==> config.mk <==
export PLATFORM = sky130hd
export DESIGN_NAME = adc_frame_aligner
export DESIGN_NICKNAME = d
export VERILOG_FILES = /design/src/rtl/adc_frame_aligner.sv
export SDC_FILE = /design/constraint.sdc
export NUM_CORES = 1
export LEC_CHECK = 0
export BUFFER_PORTS_ARGS = -buffer_cell sky130_fd_sc_hd__buf_2
export CAP_MARGIN = 15
export CELL_PAD_IN_SITES_DETAIL_PLACEMENT = 0
export CELL_PAD_IN_SITES_GLOBAL_PLACEMENT = 2
export CORE_UTILIZATION = 39
export CTS_CLUSTER_SIZE = 20
export DETAILED_ROUTE_END_ITERATION = 16
export PLACE_DENSITY_LB_ADDON = 0.1
export SLEW_MARGIN = 10
export SYNTH_ARGS = -nofsm -noshare
export SYNTH_HDL_FRONTEND = slang
export SYNTH_SLANG_ARGS = --single-unit
==> constraint.sdc <==
create_clock -name dco_clk -period 2.4 [get_ports dco_clk]
set_clock_uncertainty 0.15 [all_clocks]
set_input_delay 0.24 -clock dco_clk [delete_from_list [all_inputs] [get_ports dco_clk]]
set_output_delay 0.24 -clock dco_clk [all_outputs]
set_load 0.1 [all_outputs]
==> src/rtl/adc_frame_aligner.sv <==
// Builds ADC sample words from per-lane DDR bit pairs. The word window bit-slips
// until the frame lane shows FRAME_PATTERN, and data words are emitted while locked.
module adc_frame_aligner #(
   parameter int              LANES         = 8,
   parameter int              BITS          = 8,
   parameter int              FRAME_LANE    = LANES-1,
   parameter logic [BITS-1:0] FRAME_PATTERN = 8'hF0,
   parameter int              LOCK_COUNT    = 4,
   parameter int              UNLOCK_COUNT  = 4,
   parameter int              SETTLE        = 2
) (
   input  logic                        dco_clk,
   input  logic                        rst,
   input  logic [LANES-1:0]            rise,
   input  logic [LANES-1:0]            fall,
   input  logic                        realign,
   output logic [(LANES-1)*BITS-1:0]   words,
   output logic                        word_valid,
   output logic                        locked,
   output logic                        frame_err,
   output logic [$clog2(BITS)-1:0]     slip
);
   localparam int SW   = $clog2(BITS);
   localparam int PW   = $clog2(BITS/2);
   localparam int WW   = (LANES-1)*BITS;
   localparam int CMAX = (LOCK_COUNT > UNLOCK_COUNT) ?
                         ((LOCK_COUNT > SETTLE) ? LOCK_COUNT : SETTLE) :
                         ((UNLOCK_COUNT > SETTLE) ? UNLOCK_COUNT : SETTLE);
   localparam int CW   = $clog2(CMAX+1);

   typedef enum logic [1:0] {S_SEARCH, S_SETTLE, S_VERIFY, S_LOCKED} state_t;

   state_t                        state, state_nx;
   logic [CW-1:0]                 cnt, cnt_nx, cnt_inc;
   logic [SW-1:0]                 slip_nx, slip_inc;
   logic [PW-1:0]                 phase;
   logic [LANES-1:0][2*BITS-1:0]  hist;
   logic [LANES-1:0][BITS-1:0]    win;
   logic [WW-1:0]                 words_nx;
   logic                          tick, match, wv_nx, fe_nx;

   // Each cycle shifts in one DDR pair per lane; bit 0 is the newest bit.
   always_ff @(posedge dco_clk) begin
      if (rst) begin
         hist <= '0;
      end else begin
         for (int l = 0; l < LANES; l++)
            hist[l] <= {hist[l][2*BITS-3:0], rise[l], fall[l]};
      end
   end

   // Larger slip reaches further back in time; MSB of the window is the oldest bit.
   always_comb begin
      win = '0;
      for (int l = 0; l < LANES; l++)
         win[l] = hist[l][slip +: BITS];
   end

   always_comb begin
      words_nx = '0;
      for (int l = 0; l < LANES; l++) begin
         if (l < FRAME_LANE)      words_nx[l*BITS +: BITS]     = win[l];
         else if (l > FRAME_LANE) words_nx[(l-1)*BITS +: BITS] = win[l];
      end
   end

   assign tick     = (phase == '0);
   assign match    = (win[FRAME_LANE] == FRAME_PATTERN);
   assign cnt_inc  = cnt + 1'b1;
   assign slip_inc = (slip == SW'(BITS-1)) ? '0 : slip + 1'b1;

   always_ff @(posedge dco_clk) begin
      if (rst) begin
         state <= S_SEARCH;
         cnt   <= '0;
         slip  <= '0;
         phase <= '0;
      end else begin
         state <= state_nx;
         cnt   <= cnt_nx;
         slip  <= slip_nx;
         phase <= (phase == PW'(BITS/2-1)) ? '0 : phase + 1'b1;
      end
   end

   always_comb begin
      state_nx = state;
      cnt_nx   = cnt;
      slip_nx  = slip;
      if (realign) begin
         state_nx = S_SEARCH;
         cnt_nx   = '0;
      end else if (tick) begin
         case (state)
            S_SEARCH, S_VERIFY: begin
               if (!match) begin
                  slip_nx  = slip_inc;
                  cnt_nx   = '0;
                  state_nx = S_SETTLE;
                  if (SETTLE == 0) state_nx = S_SEARCH;
               end else if (state == S_SEARCH && LOCK_COUNT != 1) begin
                  state_nx = S_VERIFY;
                  cnt_nx   = CW'(1);
               end else if (state == S_SEARCH || cnt_inc == CW'(LOCK_COUNT)) begin
                  state_nx = S_LOCKED;
                  cnt_nx   = '0;
               end else begin
                  cnt_nx = cnt_inc;
               end
            end
            S_SETTLE: begin
               if (cnt_inc == CW'(SETTLE)) begin
                  state_nx = S_SEARCH;
                  cnt_nx   = '0;
               end else begin
                  cnt_nx = cnt_inc;
               end
            end
            S_LOCKED: begin
               if (match) begin
                  cnt_nx = '0;
               end else if (cnt_inc == CW'(UNLOCK_COUNT)) begin
                  state_nx = S_SEARCH;
                  cnt_nx   = '0;
               end else begin
                  cnt_nx = cnt_inc;
               end
            end
            default: state_nx = S_SEARCH;
         endcase
      end
   end

   // A realign on a tick suppresses that tick's strobe and error pulse.
   always_comb begin
      wv_nx = tick && !realign && (state == S_LOCKED);
      fe_nx = wv_nx && !match;
   end

   always_ff @(posedge dco_clk) begin
      if (rst) begin
         words      <= '0;
         word_valid <= 1'b0;
         frame_err  <= 1'b0;
         locked     <= 1'b0;
      end else begin
         word_valid <= wv_nx;
         frame_err  <= fe_nx;
         locked     <= (state_nx == S_LOCKED);
         if (wv_nx) words <= words_nx;
      end
   end
endmodule
==> impl_metrics.py <==
metrics = {
    "power_and_ir_drop": {
        "peakVddDrop_uv": 552,
        "power_uw": 6670,
        "p_leak_uw": 0.00339,
        "p_per_area_nw_per_um2": 681,
    },
    "final_layout": {
        "multi_input_area_um2": 4310,
        "nNetsFinal": 901,
        "syn_to_final_growth_pct": 15.9,
        "seqCellArea_um2": 3790,
        "fill_cells": 2047,
        "drive_gt1_share_pct": 18.4,
        "antenna_cells": 0,
    },
    "detailed_routing": {
        "drc_errors": 0,
        "drt_pre_antenna_iters": 4,
        "postRouteAntennaNets": 0,
        "viasPerCell": 5.14,
        "wl_per_cell_um": 15.4,
        "wirelength_um": 17900,
        "vias": 5962,
        "first_iter_violations": 226,
    },
    "clocking": {
        "insertion_delay_ps": 420,
        "cts_resized": 0,
        "cts_tree": "yes",
        "cts_sinks": 189,
        "clk_pin_slew_ps": 70,
        "numCtsBuffers": 17,
        "clock_path_buffers": 2,
        "postCtsSetupRepairBufs": 0,
        "htree_num_levels": 4,
        "cts-root-buf": "clkbuf_16",
    },
    "die": {
        "core_area_um2": 21200,
        "die_y_um": 149,
        "row_count": 53,
        "start_util_pct": 40.0,
        "die_area_um2": 22300,
        "die_x_um": 149,
        "ios": 81,
    },
    "grt": {
        "overflow": 0,
        "grt_max_degree": 90,
        "antenna_found_initial": 0,
        "grt_pass1_vias": 5776,
        "grt_util_all_layers_pct": 16.5,
        "grt_pass1_wl_um": 29300,
    },
    "yosys": {
        "yosysWarnings": 0,
        "synth-compound-area-share_pct": 8.21,
        "yosysTopAreaCell": "dfxtp_1",
        "seq_area_frac_synth_pct": 44.7,
        "synthSimpleGateAreaFrac_pct": 17.1,
        "synth.avg_cell_area_um2": 10.4,
        "synth_xor_xnor_area_share_pct": 0.104,
        "yosys-top-cells-area": "dfxtp_1 45%, mux2i_1 16%, nor2b_1 9.2%, mux4_2 7.2%, a211oi_1 4.2%",
        "ys_dominant_reg_cell": "dfxtp_1",
        "synthMuxAreaShare_pct": 24.2,
        "synth-edff-count": 0,
        "yosysTopAreaCellShare_pct": 44.7,
        "syn_nets": 837,
        "synthCells": 810,
        "synthAdderAreaFrac_pct": 1.18,
        "synth_top_family_by_area": "multiplexers",
        "ys_ff_latch": 189,
        "synthArstFlopShare_pct": 0,
        "syn-cell-area_um2": 8460,
        "synth_cell_type_count": 47,
    },
    "timing": {
        "period_share_pct": 88.1,
        "worstMarginPinSlew_ps": 613,
        "fin_crit_ps": 2110,
        "relSlewSlack_pct": 59.1,
        "setup_tns_ps": 0,
        "fmax_mhz": 473,
        "rsz0062_at_grt": "no",
        "slew_violations": 0,
        "hold_violations": 0,
        "setup_violations": 0,
    },
    "setup_path": {
        "cp-start-kind": "register",
        "crit_chain": "buf_12 > mux2i_1 > mux2i_1 > a2111oi_0 > nor3_1",
        "cp_num_buf_inv": 1,
        "crit_family": "multiplexers",
        "critPathKind": "register to register",
        "worst-r2r-setup-slack_ps": 290,
        "crit_arrival_ps": 2250,
        "timing.rr.end": "words[16]",
        "cp-end-kind": "register",
        "cpMostUsedCell": "mux2i_1",
        "slowest_stage": "a2111oi_0",
        "rr_worst_depth": 5,
        "reg2reg_from": "slip[1]",
        "cpPeakStageDelay_ps": 460,
        "crit_fanout": 53,
        "cp.required_ps": 2540,
    },
    "status": {
        "outcome": "completed",
    },
    "worst_hold_path": {
        "min_path_cells": 1,
        "hp-start": "phase[0]",
        "min_to": "phase[0]",
        "hold_class": "register to register",
    },
    "placed_design": {
        "gp_congestion": 0.805,
        "place_hpwl_um": 11900,
        "io_buffers": 80,
    },
    "flow_run": {
        "drv_cap": 0,
    },
}
## cell usage in the layout, fill, tap and decap left out, types with 2 or more instances in the layout
cell and instances:
a21oi_1 10, o22ai_1 3, and3b_1 2, nor3b_1 5
mux2_1 2, nand2b_1 9, a2111oi_0 8, mux4_2 27
buf_2 79, nand2_1 17, dfxtp_1 186, clkbuf_8 3
o21ai_0 7, o31ai_1 2, nor4bb_1 2, dlygate4sd3_1 18
mux2_2 5, ha_1 8, clkbuf_16 17, a31oi_1 3
nand3_1 2, mux2i_1 136, buf_4 10, clkinvlp_4 2
nor2b_1 125, nor2_1 72, clkinv_2 4, o211ai_1 5
dfxtp_4 3, inv_1 9, nor3_1 28, buf_12 5
a211oi_1 47
## kinds of logic (layout without fill, tap and decap cells)
group / Yosys count / count (layout)
and+or+nand+nor: 269 / 269
DFF: 189 / 189
muxes: 170 / 170
AOI/OAI and AO/OA: 96 / 96
buffers and inverters: 77 / 153
adders and majority gates: 8 / 8
xor gates and xnor gates: 1 / 1
## cell usage after synthesis (2+ instances only)
library cell and n:
nor4bb_1 2, nand2b_1 9, inv_1 9, mux2i_1 136, a211oi_1 47, a31oi_1 3, buf_1 3, mux2_2 5
buf_6 8, nor3_1 28, buf_2 19, a21oi_1 10, o31ai_1 2, nand3_1 2, o211ai_1 5, a2111oi_0 8
mux4_2 27, dfxtp_1 189, clkbuf_1 37, mux2_1 2, and3b_1 2, ha_1 8, nor2b_1 125, nor2_1 73
nor3b_1 5, nand2_1 17, o21ai_0 7, o22ai_1 3
## where the power goes
group	switching (µW)	total [µW]	internal (µW)
logic	406	711	306
clock network	1200	2700	1510
registers	57.8	3260	3200
## metrics by stage
stage	cells	hold slack (ps)	util [%]	instance area (µm²)	setup slack, ps
3_3_place_gp	1112	287	42.8	9060	379
4_1_cts	1161	307	46.3	9800	281
6_report	1161	302	46.3	9800	286
2_1_floorplan	810	218	-	8460	36.5
3_5_place_dp	1112	297	42.8	9060	289
5_1_grt	1161	325	46.3	9800	122
## registers in the layout (all words and copies together), names as in the netlist, 2 cells and up
| name | flops |
|---|---|
| slip | 3 |
| hist | 120 |
| state | 2 |
| phase | 2 |
| words | 56 |
| cnt | 3 |
## what timing repair did
item,4_1_cts,5_1_grt
setup endpoints to repair,0,0
hold endpoints to repair,33,0
hold buffers,18,0
## worst max path at each step
| stage | depth (start not counted) | slack (ps) | end | start |
|---|---|---|---|---|
| floorplan | 5 | 40 | words[18] | slip[2] |
| global placement | 5 | 380 | words[16] | slip[1] |
| detailed placement | 5 | 290 | words[16] | slip[1] |
| CTS | 5 | 280 | words[16] | slip[1] |
| global route | 5 | 120 | words[16] | slip[1] |
| finish | 5 | 290 | words[16] | slip[1] |
## layout make-up
type,count,area share [%]
sequential,189,38.7
inverter,9,0.345
clock inverter,10,0.907
tap,275,3.51
timing repair buffer,113,7.78
multi-input combinational,544,43.9
clock buffer,21,4.80
## layer usage
metal,up-vias,track usage (%),part of all wire (%)
li1,2992,-,-
met1,2878,22.0,49
met2,79,27.0,47
met3,13,3.21,2.7
met4,0,4.74,0.92
met5,-,0,0
(Power assumes the default switching activity.)
